<file path="src/rtl/pacman_pkg.sv">
// rtl/pacman_pkg.sv - direction codes, FSM states and sprite bitmaps for pacman_mover
package pacman_pkg;

  localparam logic [1:0] DIR_RIGHT = 2'd0;
  localparam logic [1:0] DIR_UP    = 2'd1;
  localparam logic [1:0] DIR_LEFT  = 2'd2;
  localparam logic [1:0] DIR_DOWN  = 2'd3;

  typedef enum logic [2:0] {
    S_IDLE,
    S_REQ_ADDR,
    S_REQ_CHK,
    S_CUR_ADDR,
    S_CUR_CHK,
    S_EMIT
  } state_t;

  // Bit 24 is row0/col0; each group of five is one sprite row.
  localparam logic [24:0] SPR_CLOSED = 25'b01110_11111_11111_11111_01110;
  localparam logic [24:0] SPR_RIGHT  = 25'b01110_11110_11100_11110_01110;
  localparam logic [24:0] SPR_LEFT   = 25'b01110_01111_00111_01111_01110;
  localparam logic [24:0] SPR_UP     = 25'b01010_11011_11111_11111_01110;
  localparam logic [24:0] SPR_DOWN   = 25'b01110_11111_11111_11011_01010;

endpackage

</file>
<file path="src/rtl/pacman_sprite_sel.sv">
// rtl/pacman_sprite_sel.sv - picks the 5x5 sprite bitmap from heading and mouth phase
module pacman_sprite_sel
  import pacman_pkg::*;
(
  input  logic [1:0]  cur_dir,
  input  logic        mouth,
  output logic [24:0] shape
);

  always_comb begin
    shape = SPR_CLOSED;
    if (mouth) begin
      case (cur_dir)
        DIR_RIGHT: shape = SPR_RIGHT;
        DIR_UP:    shape = SPR_UP;
        DIR_LEFT:  shape = SPR_LEFT;
        default:   shape = SPR_DOWN;
      endcase
    end
  end

endmodule

</file>
<file path="src/rtl/pacman_mover.sv">
// rtl/pacman_mover.sv - per-tick Pac-Man move resolution against the wall ROM, draw request generation
module pacman_mover
  import pacman_pkg::*;
#(
  parameter int MAX_X   = 31,
  parameter int MAX_Y   = 23,
  parameter int START_X = 15,
  parameter int START_Y = 17
) (
  input  logic        clock,
  input  logic        reset_n,
  input  logic        tick,
  input  logic [2:0]  dir_in,
  input  logic        wall_hit,
  output logic [7:0]  wall_x,
  output logic [6:0]  wall_y,
  output logic [7:0]  x_out,
  output logic [6:0]  y_out,
  output logic [24:0] shape,
  output logic        go
);

  localparam logic [7:0] MAX_X8   = 8'(MAX_X);
  localparam logic [6:0] MAX_Y7   = 7'(MAX_Y);
  localparam logic [7:0] START_X8 = 8'(START_X);
  localparam logic [6:0] START_Y7 = 7'(START_Y);

  state_t      state, state_nxt;
  logic [7:0]  x_q;
  logic [6:0]  y_q;
  logic [1:0]  cur_dir, req_dir, tgt_dir;
  logic        mouth;
  logic [7:0]  tgt_x;
  logic [6:0]  tgt_y;
  logic        tgt_rim, tgt_free;
  logic        do_move, do_stall, adopt_req, in_addr;

  // The CUR states probe along the current heading, everything else along the request.
  assign tgt_dir = (state == S_CUR_ADDR || state == S_CUR_CHK) ? cur_dir : req_dir;

  always_comb begin
    tgt_x   = x_q;
    tgt_y   = y_q;
    tgt_rim = 1'b0;
    case (tgt_dir)
      DIR_RIGHT: tgt_x = (x_q == MAX_X8) ? 8'd0 : x_q + 8'd1;
      DIR_LEFT:  tgt_x = (x_q == 8'd0) ? MAX_X8 : x_q - 8'd1;
      DIR_UP: begin
        tgt_y   = y_q - 7'd1;
        tgt_rim = (y_q == 7'd0);
      end
      default: begin
        tgt_y   = y_q + 7'd1;
        tgt_rim = (y_q == MAX_Y7);
      end
    endcase
  end

  assign tgt_free = !wall_hit && !tgt_rim;

  always_ff @(posedge clock or negedge reset_n) begin
    if (!reset_n) state <= S_IDLE;
    else          state <= state_nxt;
  end

  always_comb begin
    state_nxt = state;
    do_move   = 1'b0;
    do_stall  = 1'b0;
    adopt_req = 1'b0;
    case (state)
      S_IDLE:     if (tick) state_nxt = S_REQ_ADDR;
      S_REQ_ADDR: state_nxt = S_REQ_CHK;
      S_REQ_CHK: begin
        if (tgt_free) begin
          adopt_req = 1'b1;
          do_move   = 1'b1;
          state_nxt = S_EMIT;
        end else if (req_dir == cur_dir) begin
          do_stall  = 1'b1;
          state_nxt = S_EMIT;
        end else begin
          state_nxt = S_CUR_ADDR;
        end
      end
      S_CUR_ADDR: state_nxt = S_CUR_CHK;
      S_CUR_CHK: begin
        do_move   = tgt_free;
        do_stall  = !tgt_free;
        state_nxt = S_EMIT;
      end
      S_EMIT:     state_nxt = S_IDLE;
      default:    state_nxt = S_IDLE;
    endcase
  end

  always_ff @(posedge clock or negedge reset_n) begin
    if (!reset_n) begin
      x_q     <= START_X8;
      y_q     <= START_Y7;
      cur_dir <= DIR_RIGHT;
      req_dir <= DIR_RIGHT;
      mouth   <= 1'b0;
    end else begin
      if (state == S_IDLE && tick)
        req_dir <= dir_in[2] ? cur_dir : dir_in[1:0];
      if (adopt_req)
        cur_dir <= req_dir;
      if (do_move) begin
        x_q   <= tgt_x;
        y_q   <= tgt_y;
        mouth <= ~mouth;
      end else if (do_stall) begin
        mouth <= 1'b1;
      end
    end
  end

  assign in_addr = (state == S_REQ_ADDR || state == S_CUR_ADDR);
  assign wall_x  = in_addr ? tgt_x : x_q;
  assign wall_y  = in_addr ? tgt_y : y_q;
  assign x_out   = x_q;
  assign y_out   = y_q;
  assign go      = (state == S_EMIT);

  pacman_sprite_sel u_sprite_sel (
    .cur_dir (cur_dir),
    .mouth   (mouth),
    .shape   (shape)
  );

endmodule

</file>
<file path="config.mk">
export PLATFORM = sky130hd
export DESIGN_NAME = pacman_mover
export DESIGN_NICKNAME = d
export VERILOG_FILES = /design/src/rtl/pacman_pkg.sv /design/src/rtl/pacman_sprite_sel.sv /design/src/rtl/pacman_mover.sv
export SDC_FILE = /design/constraint.sdc
export NUM_CORES = 1
export LEC_CHECK = 0
export ABC_AREA = 0
export CAP_MARGIN = 10
export CORE_MARGIN = 3
export CORE_UTILIZATION = 25
export CTS_BUF_LIST = sky130_fd_sc_hd__clkbuf_16
export CTS_CLUSTER_SIZE = 16
export DETAILED_ROUTE_END_ITERATION = 6
export PLACE_DENSITY = 0.49
export SLEW_MARGIN = 20
export SYNTH_ARGS = -nofsm -noshare
export SYNTH_HDL_FRONTEND = slang
export SYNTH_SLANG_ARGS = --single-unit
</file>
<file path="constraint.sdc">
create_clock -name clock -period 7 [get_ports clock]
set_input_delay 1.05 -clock clock [delete_from_list [all_inputs] [get_ports clock]]
set_output_delay 1.05 -clock clock [all_outputs]
set_load 0.1 [all_outputs]
</file>
==> flow_metrics.env, run 1 <==
export IMPL_fp_coreArea_um2=8380
export IMPL_setup_viol=0
export IMPL_fin_crit_ns=5.77
export IMPL_die_w_um=100
export IMPL_top_usage_layer="met2"
export IMPL_met3_usage_pct=2.15
export IMPL_htreeDepth=1
export IMPL_clock_sinks=23
export IMPL_crit_path_top_delay_cell="clkdlybuf4s50_1"
export IMPL_syn_avg_cell_area_um2=7.77
export IMPL_synth_area_top_cells="dfrtp_1 19%, buf_4 7.8%, dfstp_2 7.1%, xnor2_1 6.0%, nand2_1 4.3%"
export IMPL_area_growth_pct=22.6
export IMPL_synth_cell_types=59
export IMPL_grt_antenna_before_repair=0
export IMPL_crit_type="reg2out"
export IMPL_synthArstFlopShare_pct=100
export IMPL_fill_cells=913
export IMPL_die_h_um=100
export IMPL_portBuffers=49
export IMPL_vias=2110
export IMPL_worst_slack_ns=1.23
export IMPL_synth_most_common_cell="nand2_1"
export IMPL_boundaryPins=63
export IMPL_grt_util_met2_pct=18.9
export IMPL_avgViaCountPerCell=5.11
export IMPL_ff2ff_setup_slack_ns=3.50
export IMPL_required_ns=5.95
export IMPL_grt_pass1_wl_mm=9.95
export IMPL_cts_root_buf="clkbuf_16"
export IMPL_grt_overflow=0
export IMPL_arrival_ns=4.72
export IMPL_tightest_slew_ns=0.975
export IMPL_synth_edf_count=0
export IMPL_end_kind="primary output"
export IMPL_yosys_area_top_type="dfrtp_1"
export IMPL_drt_iter0_markers=75
export IMPL_hp_class="reg2reg"
export IMPL_max_stage_delay_ns=1.15
export IMPL_routed_wl_mm=6.24
export IMPL_numCtsBuffers=3
export IMPL_final_nets=320
export IMPL_max_freq_mhz=173
export IMPL_drv_cap=0
export IMPL_syn_area_um2=2210
export IMPL_drc=0
export IMPL_ys_seq_area_share_pct=26.4
export IMPL_crit_fanout=15
export IMPL_start_kind="flop"
export IMPL_clk_pin_slew_worst_paths_ns=0.06
export IMPL_yosys_most_used_dff="dfrtp_1"
export IMPL_synth_commonest_cells="25 x nand2_1, 23 x buf_4"
export IMPL_cts_tree="built"
export IMPL_dpl_worst_slack_ns=1.53
export IMPL_first_pass_iters=4
export IMPL_cts_resized=0
export IMPL_cp_top_family="simple AND/OR/NAND/NOR gates"
export IMPL_initial_utilization_pct=26.3
export IMPL_cts_setup_buffers=0
export IMPL_grt_max_degree=24
export IMPL_grt_use_total_pct=12.3
export IMPL_crit_buf_inv=1
export IMPL_die_area_um2=9990
export IMPL_hpwl_mm=4.65
export IMPL_ctsHoldBuffers=0
export IMPL_avgRoutedWirePerCell_um=15.1
export IMPL_num_antenna_cells=0
export IMPL_drive_gt1_share_pct=7.79
export IMPL_status="finished clean"
export IMPL_synth_cells=284
export IMPL_drv_slew=0
export IMPL_relSlewSlack_pct=34.8
export IMPL_cts_buffer_depth=2
export IMPL_synth_warnings=0
export IMPL_grt_met1_usage_pct=18.2
export IMPL_rsz0062_at_grt="false"
export IMPL_synth_seq_cells=23
export IMPL_worst_clock_skew_ns=0.00269
export IMPL_core_rowCount=33
export IMPL_clkLatencyLatePin_ns=0.26
export IMPL_ant_nets=0
export IMPL_synth_top_area_share_pct=19.3
export IMPL_fin_crit_sh_pct=82.4
export IMPL_path_cells="nand2b_1 -> a221o_2 -> nor2_2 -> nand2_1 -> xnor2_1 -> ha_1 -> nor2_1 -> nand4_1 -> a21oi_1 -> nand2_1 -> xnor2_1 -> clkdlybuf4s50_1"
export IMPL_whs_ns=0.546
export IMPL_routabilityCongestion=0.876
export IMPL_tns_ns=0
export IMPL_grt_pass1_vias=1885
export IMPL_finalHoldViolCount=0
sequential cells by signal (all words and copies together) (netlist names):
register  flops
x_out         8
y_out         7
state         3
cur_dir       2
req_dir       2
mouth         1
placed cells by master (no fill, tap or decap), drive strengths merged, types with 4 or more instances in the layout:
| cell type | Yosys | layout |
|---|---|---|
| a21oi | 18 | 18 |
| ha | 4 | 4 |
| o21ai | 21 | 21 |
| inv | 7 | 7 |
| dfstp | 6 | 6 |
| and3 | 6 | 6 |
| nand2 | 25 | 25 |
| nand4 | 5 | 5 |
| mux2 | 4 | 4 |
| xnor2 | 15 | 15 |
| dfrtp | 17 | 17 |
| clkdlybuf4s50 | 0 | 48 |
| nor3b | 4 | 4 |
| a31oi | 4 | 4 |
| mux2i | 4 | 4 |
| nand3b | 4 | 4 |
| nor2 | 18 | 18 |
| conb | 2 | 13 |
| nand4b | 4 | 4 |
| o31ai | 7 | 7 |
| nor3 | 8 | 8 |
| nand2b | 4 | 4 |
| nand3 | 16 | 16 |
worst register-to-register path, stage by stage, from the launching register on:
cell      delay [ns]
dfrtp_1         0.62
nand2b_1        0.36
a221o_2         0.53
nor2_2          0.49
nand2_1         0.13
xnor2_1         0.16
ha_1            0.23
nor2_1          0.19
o31ai_1         0.08
o21ai_0         0.25
nand4_1         0.16
xnor2_1         0.18
path summary, 6_finish.rpt:
path / cells after the start / end / start
max: 12 / wall_y[4] / state[0]
min: 1 / y_out[4] / y_out[4]
max reg2reg: 11 / y_out[6] / state[0]
min reg2reg: 1 / y_out[4] / y_out[4]
max in group asynchronous: 1 / x_out[0] / reset_n
min in group asynchronous: 1 / req_dir[1] / reset_n
logic make-up after synthesis:
| logic type | synth area share (%) |
|---|---|
| adders and majority gates | 2.27 |
| muxes | 3.85 |
| xor gates and xnor gates | 6.75 |
| DFF | 26.4 |
| AOI/OAI and AO/OA | 21.3 |
| other | 0.340 |
| and+or+nand+nor | 26.4 |
| buffers and inverters | 12.8 |
metal layers:
metal,wire length (um),up-vias
met3,327,2
met2,2900,67
met1,2980,1002
met4,31,0
li1,-,1039
met5,0,-
through the flow:
step / instance area (um2) / std cells / utilization, %
after floorplan: 2250 / 295 / -
after global placement: 2630 / 409 / 31.4
after detailed placement: 2630 / 409 / 31.4
after CTS: 2710 / 413 / 32.3
after global routing: 2710 / 413 / 32.3
final: 2710 / 413 / 32.3
layout make-up:
type	count	area [um2]	share of cell area (%)
clock buffers	3	75.1	2.78
repair buffers	51	500	18.5
inverters	7	26.3	0.971
well taps	105	131	4.86
flip-flops and latches	23	583	21.6
clock inverters	1	5.00	0.185
multi-input cells	223	1380	51.2
Power of run 1 is not shown: default switching activity piles up to over one toggle a cycle in this logic, so the estimate is an artifact.
==> inputs of run 2 (changes only) <==
--- a/config.mk
+++ b/config.mk
@@ -12,7 +12,7 @@
 export CTS_BUF_LIST = sky130_fd_sc_hd__clkbuf_16
 export CTS_CLUSTER_SIZE = 16
 export DETAILED_ROUTE_END_ITERATION = 6
-export PLACE_DENSITY = 0.49
+export PLACE_DENSITY = 0.51
 export SLEW_MARGIN = 20
 export SYNTH_ARGS = -nofsm -noshare
 export SYNTH_HDL_FRONTEND = slang
==> constraint.sdc (replaced) <==
create_clock -name clock -period 5 [get_ports clock]
set_input_delay 0.75 -clock clock [delete_from_list [all_inputs] [get_ports clock]]
set_output_delay 0.75 -clock clock [all_outputs]
set_load 0.1 [all_outputs]
==> run 2 against run 1 <==
Compared with the run above: first-iteration DRC count up 55%; critical path depth unchanged; die area unchanged; count of clock-buffer cells in the layout unchanged.
==> flow_metrics.env, run 2 (same netlist as run 1, synthesis figures left out) <==
export IMPL_status="finished clean"
export IMPL_routabilityCongestion=0.925
export IMPL_end_kind="primary output"
export IMPL_final_nets=323
export IMPL_multi_input_area_um2=1380
export IMPL_drc=0
export IMPL_clock_sinks=23
export IMPL_vias=2129
export IMPL_tns_ns=0
export IMPL_fin_crit_ns=4.15
export IMPL_cts_tree="built"
export IMPL_cts_setup_buffers=0
export IMPL_cts_resized=0
export IMPL_clk_pin_slew_worst_paths_ns=0.07
export IMPL_arrival_ns=3.40
export IMPL_grt_use_total_pct=12.7
export IMPL_reg2reg_from="state[0]"
export IMPL_required_ns=4.25
export IMPL_finalHoldViolCount=0
export IMPL_drv_cap=0
export IMPL_crit_fanout=15
export IMPL_hp_class="in2async"
export IMPL_relSlewSlack_pct=35.0
export IMPL_ant_nets=0
export IMPL_die_w_um=100
export IMPL_clkLatencyLatePin_ns=0.26
export IMPL_final_common_cell="clkdlybuf4s50_1"
export IMPL_start_kind="flop"
export IMPL_grt_pass1_wl_mm=10.3
export IMPL_portBuffers=49
export IMPL_avgViaCountPerCell=5.12
export IMPL_area_growth_pct=21.8
export IMPL_fill_cells=912
export IMPL_avgRoutedWirePerCell_um=15.1
export IMPL_crit_type="reg2out"
export IMPL_initial_utilization_pct=26.3
export IMPL_die_area_um2=9990
export IMPL_whs_ns=0.484
export IMPL_first_pass_iters=5
export IMPL_grt_overflow=0
export IMPL_r2r_end="x_out[7]"
export IMPL_tightest_slew_ns=0.972
export IMPL_die_h_um=100
export IMPL_reg2reg_depth=6
export IMPL_fp_coreArea_um2=8380
export IMPL_grt_pass1_vias=1982
export IMPL_hpwl_mm=4.65
export IMPL_drive_gt1_share_pct=13.2
export IMPL_seqCellArea_um2=583
export IMPL_final_cell_mix="33 x clkdlybuf4s50_1, 25 x nand2_1, 20 x buf_4"
export IMPL_rsz0062_at_grt="false"
export IMPL_cts_buffer_depth=2
export IMPL_boundaryPins=63
export IMPL_ctsHoldBuffers=0
export IMPL_largest_reg_flops=8
export IMPL_cts_root_buf="clkbuf_16"
export IMPL_setup_viol=0
export IMPL_fin_crit_sh_pct=82.9
export IMPL_num_antenna_cells=0
export IMPL_drv_slew=0
export IMPL_numCtsBuffers=3
export IMPL_routed_wl_mm=6.27
export IMPL_max_freq_mhz=241
export IMPL_htreeDepth=1
export IMPL_worst_clock_skew_ns=0.00450
export IMPL_grt_antenna_before_repair=0
export IMPL_core_rowCount=33
export IMPL_drt_iter0_markers=116
export IMPL_ff2ff_setup_slack_ns=2.00
export IMPL_grt_max_degree=24
run 2: cell count changes in the layout (fill, tap and decap cells not counted), sizes merged:
cell	change
buf	+18
clkdlybuf4s50	-15
clkinv	-1
inv	+1
run 2: layer usage:
metal	GRT usage [%]	vias to the layer above	wire length [um]
li1	-	1044	-
met1	18.6	1012	3000
met2	19.2	68	2880
met3	2.50	5	360
met4	3.05	0	37
met5	0	-	0
run 2: how the worst max path moves through the flow:
stage,endpoint,slack [ns],from
after floorplan,wall_x[2],0.03,x_out[5]
after global placement,wall_y[2],1.23,state[0]
after CTS,wall_y[6],0.87,state[0]
final,wall_y[6],0.85,state[0]
after global routing,wall_y[6],0.57,state[0]
after detailed placement,wall_y[6],1.16,state[0]
run 2: layout make-up:
class	instances	share of cell area (%)
multi-input cells	223	51.5
flip-flops and latches	23	21.7
well taps	105	4.89
clock inverters	1	0.140
clock buffers	3	2.79
inverters	7	0.977
repair buffers	54	18.1
run 2: stage by stage:
step | utilization [%] | instance area, um2 | setup slack (ns) | std cells
final | 32.1 | 2690 | 0.854 | 416
after CTS | 32.1 | 2690 | 0.871 | 416
after global routing | 32.1 | 2690 | 0.568 | 416
after global placement | 31.2 | 2620 | 1.23 | 412
after detailed placement | 31.1 | 2610 | 1.16 | 412
after floorplan | - | 2250 | 0.0303 | 295
run 2: worst max-delay path: stages (launching register included):
cell and delay (ns):
dfrtp_1 0.60, nand2b_1 0.35, a221o_2 0.53, nor2_2 0.12
nand2_1 0.07, xnor2_1 0.12, ha_1 0.23, nor2_1 0.20
o31ai_1 0.09, o21ai_0 0.26, nand2_1 0.11, xnor2_1 0.15
buf_4 0.31
Power of run 2 is left out for the same reason.
